## src/rtl/rst_sequencer_pkg.sv

```systemverilog
// Shared types and constants for the reset sequencer.
// State encodings are exposed on o_state for status readback.
package rst_sequencer_pkg;

  localparam int RST_SEQ_CNT_W = 24;

  typedef enum logic [2:0] {
    ST_IDLE     = 3'd0,
    ST_WAIT_PLL = 3'd1,
    ST_DDR_RST  = 3'd2,
    ST_WAIT_DDR = 3'd3,
    ST_DBG_REL  = 3'd4,
    ST_RUN      = 3'd5
  } rst_state_e;

endpackage

```

## src/rtl/cdc_sync2.sv

```systemverilog
// Two-flop synchronizer for a single asynchronous level.
// Synchronous active-high reset clears both stages.
module cdc_sync2 (
  input  logic i_clk,
  input  logic i_rst,
  input  logic i_d,
  output logic o_q
);

  logic meta_q;
  logic sync_q;

  always_ff @(posedge i_clk) begin
    if (i_rst) begin
      meta_q <= 1'b0;
      sync_q <= 1'b0;
    end else begin
      meta_q <= i_d;
      sync_q <= meta_q;
    end
  end

  assign o_q = sync_q;

endmodule

```

## src/rtl/rst_sequencer.sv

```systemverilog
// Reset sequencer: PLL lock qualification, DDR reset/calibration,
// then debug-domain release ahead of system-domain release.
module rst_sequencer
  import rst_sequencer_pkg::*;
#(
  parameter int unsigned lock_filter    = 16,
  parameter int unsigned ddr_rst_cycles = 64,
  parameter int unsigned ddr_timeout    = 2000000,
  parameter int unsigned sys_hold       = 32
) (
  input  logic       i_clk,
  input  logic       i_rst,
  input  logic       i_sys_locked,
  input  logic       i_ddr_calib,
  input  logic       i_dmireset,
  output logic       o_ddr_rst,
  output logic       o_dbg_nrst,
  output logic       o_sys_rst,
  output logic       o_sys_nrst,
  output logic       o_fault,
  output logic [2:0] o_state
);

  localparam int W = RST_SEQ_CNT_W;

  localparam logic [W-1:0] LOCK_LAST = W'(lock_filter - 1);
  localparam logic [W-1:0] DDR_LAST  = W'(ddr_rst_cycles - 1);
  localparam logic [W-1:0] TO_LAST   = W'(ddr_timeout - 1);
  localparam logic [W-1:0] HOLD_LAST = W'(sys_hold - 1);

  logic lock_s;
  logic calib_s;

  rst_state_e   state_q, state_d;
  logic [W-1:0] cnt_q, cnt_d;
  logic         fault_q, fault_d;
  logic         ddr_rst_q, ddr_rst_d;
  logic         dbg_nrst_q, dbg_nrst_d;
  logic         sys_rst_q, sys_rst_d;

  cdc_sync2 u_sync_lock (
    .i_clk (i_clk),
    .i_rst (i_rst),
    .i_d   (i_sys_locked),
    .o_q   (lock_s)
  );

  cdc_sync2 u_sync_calib (
    .i_clk (i_clk),
    .i_rst (i_rst),
    .i_d   (i_ddr_calib),
    .o_q   (calib_s)
  );

  always_comb begin
    state_d = state_q;
    cnt_d   = cnt_q + W'(1);
    fault_d = fault_q;

    unique case (state_q)
      ST_IDLE: begin
        state_d = ST_WAIT_PLL;
        cnt_d   = '0;
      end
      ST_WAIT_PLL: begin
        if (!lock_s) begin
          cnt_d = '0;
        end else if (cnt_q == LOCK_LAST) begin
          state_d = ST_DDR_RST;
          cnt_d   = '0;
        end
      end
      ST_DDR_RST: begin
        if (cnt_q == DDR_LAST) begin
          state_d = ST_WAIT_DDR;
          cnt_d   = '0;
        end
      end
      ST_WAIT_DDR: begin
        if (calib_s) begin
          state_d = ST_DBG_REL;
          cnt_d   = '0;
        end else if (cnt_q == TO_LAST) begin
          state_d = ST_DDR_RST;
          cnt_d   = '0;
          fault_d = 1'b1;
        end
      end
      ST_DBG_REL: begin
        // A held debug-module request parks the hold count at zero
        if (i_dmireset) begin
          cnt_d = '0;
        end else if (cnt_q == HOLD_LAST) begin
          state_d = ST_RUN;
          cnt_d   = '0;
        end
      end
      ST_RUN: begin
        cnt_d = '0;
      end
      default: begin
        state_d = ST_IDLE;
        cnt_d   = '0;
      end
    endcase

    if (state_q != ST_IDLE && state_q != ST_WAIT_PLL) begin
      if (!lock_s) begin
        state_d = ST_WAIT_PLL;
        cnt_d   = '0;
        fault_d = fault_q;
      end else if (!calib_s &&
                   (state_q == ST_DBG_REL ||
                    state_q == ST_RUN)) begin
        state_d = ST_DDR_RST;
        cnt_d   = '0;
      end else if (i_dmireset && state_q == ST_RUN) begin
        state_d = ST_DBG_REL;
        cnt_d   = '0;
      end
    end
  end

  // Outputs are decoded from the next state so they land with o_state
  always_comb begin
    ddr_rst_d  = 1'b1;
    dbg_nrst_d = 1'b0;
    sys_rst_d  = 1'b1;
    unique case (state_d)
      ST_WAIT_DDR: begin
        ddr_rst_d = 1'b0;
      end
      ST_DBG_REL: begin
        ddr_rst_d  = 1'b0;
        dbg_nrst_d = 1'b1;
      end
      ST_RUN: begin
        ddr_rst_d  = 1'b0;
        dbg_nrst_d = 1'b1;
        sys_rst_d  = 1'b0;
      end
      default: begin
        ddr_rst_d  = 1'b1;
        dbg_nrst_d = 1'b0;
        sys_rst_d  = 1'b1;
      end
    endcase
  end

  always_ff @(posedge i_clk) begin
    if (i_rst) begin
      state_q    <= ST_IDLE;
      cnt_q      <= '0;
      fault_q    <= 1'b0;
      ddr_rst_q  <= 1'b1;
      dbg_nrst_q <= 1'b0;
      sys_rst_q  <= 1'b1;
    end else begin
      state_q    <= state_d;
      cnt_q      <= cnt_d;
      fault_q    <= fault_d;
      ddr_rst_q  <= ddr_rst_d;
      dbg_nrst_q <= dbg_nrst_d;
      sys_rst_q  <= sys_rst_d;
    end
  end

  assign o_ddr_rst  = ddr_rst_q;
  assign o_dbg_nrst = dbg_nrst_q;
  assign o_sys_rst  = sys_rst_q;
  assign o_sys_nrst = ~sys_rst_q;
  assign o_fault    = fault_q;
  assign o_state    = state_q;

endmodule

```

## config.mk

```make
export PLATFORM = sky130hd
export DESIGN_NAME = rst_sequencer
export DESIGN_NICKNAME = d
export VERILOG_FILES = /design/src/rtl/rst_sequencer_pkg.sv /design/src/rtl/cdc_sync2.sv /design/src/rtl/rst_sequencer.sv
export SDC_FILE = /design/constraint.sdc
export NUM_CORES = 1
export LEC_CHECK = 0
export CORE_MARGIN = 1
export CORE_UTILIZATION = 40
export CTS_CLUSTER_SIZE = 24
export DETAILED_ROUTE_END_ITERATION = 12
export PLACE_DENSITY = 0.6
export SLEW_MARGIN = 10
export SYNTH_ARGS = -nofsm -noshare
export SYNTH_HDL_FRONTEND = slang
export SYNTH_HIERARCHICAL = 1
export SYNTH_SLANG_ARGS = --single-unit
```

## constraint.sdc

```tcl
create_clock -name i_clk -period 2.7 [get_ports i_clk]
set_input_delay 0.81 -clock i_clk [delete_from_list [all_inputs] [get_ports i_clk]]
set_output_delay 0.81 -clock i_clk [all_outputs]
set_load 0.05 [all_outputs]
```

==> results of run 1 <==
-- power by group through the flow --
stage / combinational (mW) / clock, mW / sequential (mW)
2_1_floorplan: 0.0448 / 0 / 0.544
3_3_place_gp: 0.0704 / 0 / 0.541
3_5_place_dp: 0.0704 / 0 / 0.541
4_1_cts: 0.0705 / 0.502 / 0.529
5_1_grt: 0.0766 / 0.528 / 0.530
6_report: 0.0692 / 0.484 / 0.530
-- worst min path at each step --
stage	slack, ps	start	depth (start not counted)	endpoint
global placement	420	u_sync_calib/meta_q	1	u_sync_calib/o_q
global route	470	u_sync_calib/meta_q	1	u_sync_calib/o_q
floorplan	410	u_sync_calib/meta_q	1	u_sync_calib/o_q
detailed placement	430	u_sync_lock/meta_q	1	u_sync_lock/o_q
CTS	450	u_sync_lock/meta_q	1	u_sync_lock/o_q
finish	440	u_sync_lock/meta_q	1	u_sync_lock/o_q
-- cell usage after synthesis, drive strengths merged --
library cell  number  area, um2
or4                1       11.3
a211oi             2       27.5
inv                7       26.3
buf                5       41.3
xnor2             15        131
dfxtp             35        701
nor2b              6       37.5
nand4              2       12.5
nor4b              1       8.76
a31oi              2       12.5
ha                 1       12.5
xor2               6       52.6
o211ai             1       7.51
a21o               1       7.51
mux2i              1       10.0
a21oi              8       40.0
o31ai              1       7.51
nor3b             14        150
or3                3       18.8
a31o               1       8.76
nor4               8       80.1
and3               2       13.8
nor3              14       70.1
and3b              1       8.76
a211o              1       8.76
a22o               1       10.0
nand2b             1       6.26
o31a               2       18.8
nand2             27        101
nand3b             3       22.5
nand3              8       45.0
and4               3       27.5
nor2              24        100
clkbuf             4       15.0
a221oi             1       8.76
nand4b             1       8.76
-- area by class of cell --
| class | instances | area [um2] | share of cell area, % |
|---|---|---|---|
| multi-input cells | 163 | 1090 | 50.3 |
| flip-flops and latches | 35 | 701 | 32.2 |
| repair buffers | 17 | 170 | 7.83 |
| clock buffers | 6 | 82.6 | 3.80 |
| well taps | 52 | 65.1 | 2.99 |
| clock inverters | 2 | 35.0 | 1.61 |
| inverters | 7 | 26.3 | 1.21 |
-- layer usage --
layer  part of all wire [%]  wire (um)
met5                      0          0
met3                    2.5         92
met4                    1.5         54
met1                     52       1910
met2                     43       1580
-- cells in the final DEF, fill, tap and decap left out, types with 4 or more instances in the layout --
| cell | netlist | routed |
|---|---|---|
| dfxtp_1 | 35 | 35 |
| nor4_1 | 6 | 6 |
| nand3_1 | 7 | 7 |
| xnor2_1 | 15 | 15 |
| xor2_1 | 6 | 6 |
| nor3b_2 | 9 | 9 |
| a21oi_1 | 8 | 8 |
| clkbuf_8 | 0 | 6 |
| nor3_1 | 14 | 14 |
| inv_1 | 7 | 7 |
| nor2_1 | 20 | 20 |
| nor2b_1 | 6 | 6 |
| buf_4 | 0 | 4 |
| clkdlybuf4s50_1 | 0 | 12 |
| nand2_1 | 27 | 27 |
| nor2_2 | 4 | 4 |
| nor3b_1 | 5 | 5 |
-- sequential cells by signal, summed over array words and instances (netlist names) --
name                 cells
cnt_q                   24
o_dbg_nrst               1
o_ddr_rst                1
o_fault                  1
o_state                  3
o_sys_rst                1
u_sync_calib/meta_q      1
u_sync_calib/o_q         1
u_sync_lock/meta_q       1
u_sync_lock/o_q          1
-- through the flow --
stage | worst slack (ps) | setup TNS (ps) | power [mW] | utilization (%) | hold WS (ps)
after floorplan | 367 | 0 | 0.588 | - | 414
final | 171 | 0 | 1.08 | 49.2 | 438
after global routing | 114 | 0 | 1.13 | 49.2 | 470
after CTS | 163 | 0 | 1.10 | 49.2 | 445
after detailed placement | -138 | -2960 | 0.612 | 46.6 | 428
after global placement | -124 | -2640 | 0.612 | 46.6 | 417
-- kinds of logic (layout without fill, tap and decap cells) --
kind of cell / Yosys count / in the layout / share of synthesized area [%]
compound gates: 21 / 21 / 8.43
simple gates: 119 / 119 / 38.7
flops: 35 / 35 / 37.5
mux: 1 / 1 / 0.535
xor+xnor: 21 / 21 / 9.83
buf+inv: 16 / 32 / 4.41
fa+ha+maj: 1 / 1 / 0.669
-- critical path: cells and delay by family --
family	cells	cell delay [ps]
buf+inv	2	710
compound gates	2	550
simple gates	3	640
==> impl_results.md, run 1 <==
* Status: finished clean
* GR Util met3 at 4.04%
* CORE AREA at 4410 um2
* DR vias at 1464
* Mean area per synthesized cell at 8.74 um2
* Min-Delay Path Class: reg2reg
* Synth Register Bits at 35
* Crit path capture: cnt_q[19]
* Antenna violations before repair at 0
* Slew Limit Fails at 0
* P_leak at 0.706 nW
* Num Clock Sinks at 35
* Skew final at 7.95 ps
* Worst-Margin Slew at 508 ps
* Via/cell ratio at 5.19
* Critical path required time at 2870 ps
* RR Endpoint: cnt_q[19]
* Nature of the critical path startpoint: primary input
* Dpl cell area at 2060 um2
* Global Route Usage Sum at 16.4%
* Largest net degree at the start of global routing at 25
* Total CTS buffers at 5
* CP Capture Type: register
* Period utilization at 93.7%
* Gate power share at 6.4%
* Slew HR at 66.0%
* Remaining global-route overflow at 0
* CTS Hold Buffers Added at 0
* Max stage delay on crit path at 500 ps
* Clock power share at 44.7%
* CP Class: in2reg
* Internal power at 0.852 mW
* Clk Latency, worst-skew pair at 280 ps
* Number of buffers added on ports at 12
* Max frequency at 395 MHz
* Fill cells at 446
* Final HPWL DP at 2530 um
* H-tree levels at 2
* RSZ-0062 raised after global routing: no
* Final Hold Vio Count at 0
* Synth cell types at 46
* Min cycle time layout at 2530 ps
* Final setup viols at 0
* Initial DRC Count at 70
* Synthesis Warnings at 6
* Die span in y at 70.4 um
* DP Cell Count at 274
* Post-synthesis sequential area ratio at 37.5%
* Gr busiest metal: met2
* CTS root buf: clkbuf_8
* P_sw at 0.230 mW
* Final Cell Area at 2170 um2
* Clk slew on worst S/H paths at 70 ps
* Maximum buffer depth of the clock tree at 2
* Global-route wire length before repair at 6490 um
* VDD IR max at 0.339 mV
* Post-Syn Instances at 214
* Pwr Density at 498 nW/um2
* Placer's final routability congestion estimate at 0.770
* WL/cell at 12.9 um
* R2r worst-path depth at 7
* Number of diodes at 0
* Final non-filler cell total at 282
* Die ar. at 4950 um2
* Share of layout cells above drive strength 1 at 16.1%
* Post-Syn Area at 1870 um2
* CP arrival at 2700 ps
* IO Pins at 13
* Post-Syn Nets at 220
* Starting Density at 42.4%
* Slowest-stage cell, CP: or4_4
* CP most frequent cell: nor3b_1
* Num rows at 24
* Total Routed Length at 3640 um
* DRC errors left at 0
* Critical-path maximum fanout at 23
* Seq pwr share at 48.9%
* Number of max-cap violations at 0
* Layout area overhead at 16.2%
* Vias in the first global route at 1423
* Antenna Nets Post-Route at 0
* Post-CTS setup buffers at 0
* Met2 usage at 25.1%
* DRT Pass-1 Iters at 4
* Sw Ratio at 21.3%
* CP Cell Sequence: clkdlybuf4s50_1, nor3b_1, a22o_2, or4_4, a211oi_4, buf_12, nor3b_1
* Met1 Track Usage GR at 22.2%
* Die width at 70.4 um
* CTS tree: yes
* Layout Nets at 235
* Post-CTS Resized at 0
* CP startpoint: i_dmireset
* R2R Path Start: cnt_q[0]
* FF-to-FF setup slack at 440 ps
(Power assumes the default switching activity.)
==> run 2, diff against run 1 <==
MAX_ROUTING_LAYER = met4   (was not set)
==> impl_results.md, run 2 (synthesized netlist as in run 1, its figures left out) <==
* Die ar. at 4950 um2 (unchanged)
* CORE AREA at 4410 um2 (unchanged)
* Final setup viols at 0 (unchanged)
* Share of layout cells above drive strength 1 at 16.1% (unchanged)
* Number of diodes at 0 (unchanged)
* Final Hold Vio Count at 0 (unchanged)
* Worst-Margin Slew at 508 ps (-0.116 ps)
* Largest net degree at the start of global routing at 25 (unchanged)
* Die width at 70.4 um (unchanged)
* P_leak at 0.706 nW (unchanged)
* Total Routed Length at 3630 um (-0.33%)
* Clk slew on worst S/H paths at 70 ps (about the same)
* Post-CTS setup buffers at 0 (unchanged)
* Hold depth at 1 (unchanged)
* Antenna Nets Post-Route at 0 (unchanged)
* DRT Pass-1 Iters at 4 (unchanged)
* Slowest-stage cell, CP: or4_4
* Max reg flops at 24 (unchanged)
* Slew HR at 66.0% (about the same)
* Skew final at 7.95 ps (-0.00392 ps)
* Post-CTS Resized at 0 (unchanged)
* Number of max-cap violations at 0 (unchanged)
* Placer's final routability congestion estimate at 0.780 (+1.3%)
* Number of buffers added on ports at 12 (unchanged)
* H-tree levels at 2 (unchanged)
* Min cycle time layout at 2530 ps (+0.150 ps)
* CP Capture Type: register
* IO Pins at 13 (unchanged)
* Status: finished clean
* DRC errors left at 0 (unchanged)
* Num Clock Sinks at 35 (unchanged)
* Global-route wire length before repair at 6500 um (+0.11%)
* Starting Density at 42.4% (unchanged)
* Total CTS buffers at 5 (unchanged)
* CTS Hold Buffers Added at 0 (unchanged)
* Crit path buffers/inverters at 2 (unchanged)
* Global Route Usage Sum at 16.9% (+0.46 points)
* Critical path required time at 2870 ps (about the same)
* Critical-path maximum fanout at 23 (unchanged)
* Top cell family by delay on the critical path: buffers and inverters
* Min-Delay Path Class: reg2reg
* Max stage delay on crit path at 500 ps (about the same)
* Fin Setup TNS at 0 ps (unchanged)
* CP Depth at 7 (unchanged)
* Nature of the critical path startpoint: primary input
* DR vias at 1468 (+0.27%)
* Layout area overhead at 16.2% (unchanged)
* Most frequent cells in the layout: dfxtp_1, nand2_1, nor2_1, xnor2_1, nor3_1
* WL/cell at 12.9 um (-0.33%)
* R2r worst-path depth at 7 (unchanged)
* RSZ-0062 raised after global routing: no
* CP Cell Sequence: clkdlybuf4s50_1, nor3b_1, a22o_2, or4_4, a211oi_4, buf_12, nor3b_1
* Period utilization at 93.7% (about the same)
* Pwr Density at 498 nW/um2 (about the same)
* Maximum buffer depth of the clock tree at 2 (unchanged)
* Layout Nets at 235 (unchanged)
* CTS tree: yes
* CTS root buf: clkbuf_8
* Num rows at 24 (unchanged)
* Slew Limit Fails at 0 (unchanged)
* Fin util at 49.2% (unchanged)
* Initial DRC Count at 70 (unchanged)
* CP most frequent cell: nor3b_1
* Clk Latency, worst-skew pair at 280 ps (about the same)
* Commonest non-fill, non-tap cell in the layout: dfxtp_1
* Die span in y at 70.4 um (unchanged)
* Vias in the first global route at 1422 (-0.070%)
* Remaining global-route overflow at 0 (unchanged)
* Antenna violations before repair at 0 (unchanged)
* Final HPWL DP at 2530 um (unchanged)
* Max frequency at 395 MHz (about the same)
* Fill cells at 446 (unchanged)
* VDD IR max at 0.339 mV (about the same)
* CP Class: in2reg
* CP arrival at 2700 ps (about the same)
* Via/cell ratio at 5.21 (+0.27%)
* Most flop-heavy register: cnt_q
[run 2: cell counts in the layout (fill, tap and decap cells not counted)]
No cell type changed its count.
[run 2: stage by stage]
stage          setup WS, ps  total power [mW]  hold WS [ps]  instances  instance area, um2
2_1_floorplan           367             0.588           414        214                1870
3_3_place_gp           -124             0.612           417        274                2060
3_5_place_dp           -138             0.612           428        274                2060
4_1_cts                 163              1.10           445        282                2170
5_1_grt                 114              1.13           470        282                2170
6_report                171              1.08           438        282                2170
[run 2: final timing paths]
path	startpoint	end	slack, ps
worst min-delay path	u_sync_lock/meta_q	u_sync_lock/o_q	440
worst max register to register	cnt_q[0]	cnt_q[19]	440
worst max-delay path	i_dmireset	cnt_q[19]	170
worst min register to register	u_sync_lock/meta_q	u_sync_lock/o_q	440
[run 2: area by class of cell]
class,instances,area (um2),share of cell area [%]
Timing Repair Buffer,17,170,7.83
Multi-Input combinational cell,163,1090,50.3
Clock buffer,6,82.6,3.80
Inverter,7,26.3,1.21
Tap cell,52,65.1,2.99
Sequential cell,35,701,32.2
Clock inverter,2,35.0,1.61
[run 2: layer usage]
layer,GRT usage (%),share of wire [%]
met5,-,0
met4,6.22,1.5
met3,4.04,2.6
met2,25.1,43
met1,22.2,52
[run 2: power breakdown]
| part | total (mW) | internal [mW] | switching, mW |
|---|---|---|---|
| registers | 0.530 | 0.521 | 0.00825 |
| logic | 0.0692 | 0.0321 | 0.0371 |
| clock network | 0.483 | 0.299 | 0.185 |
| total | 1.08 | 0.852 | 0.230 |
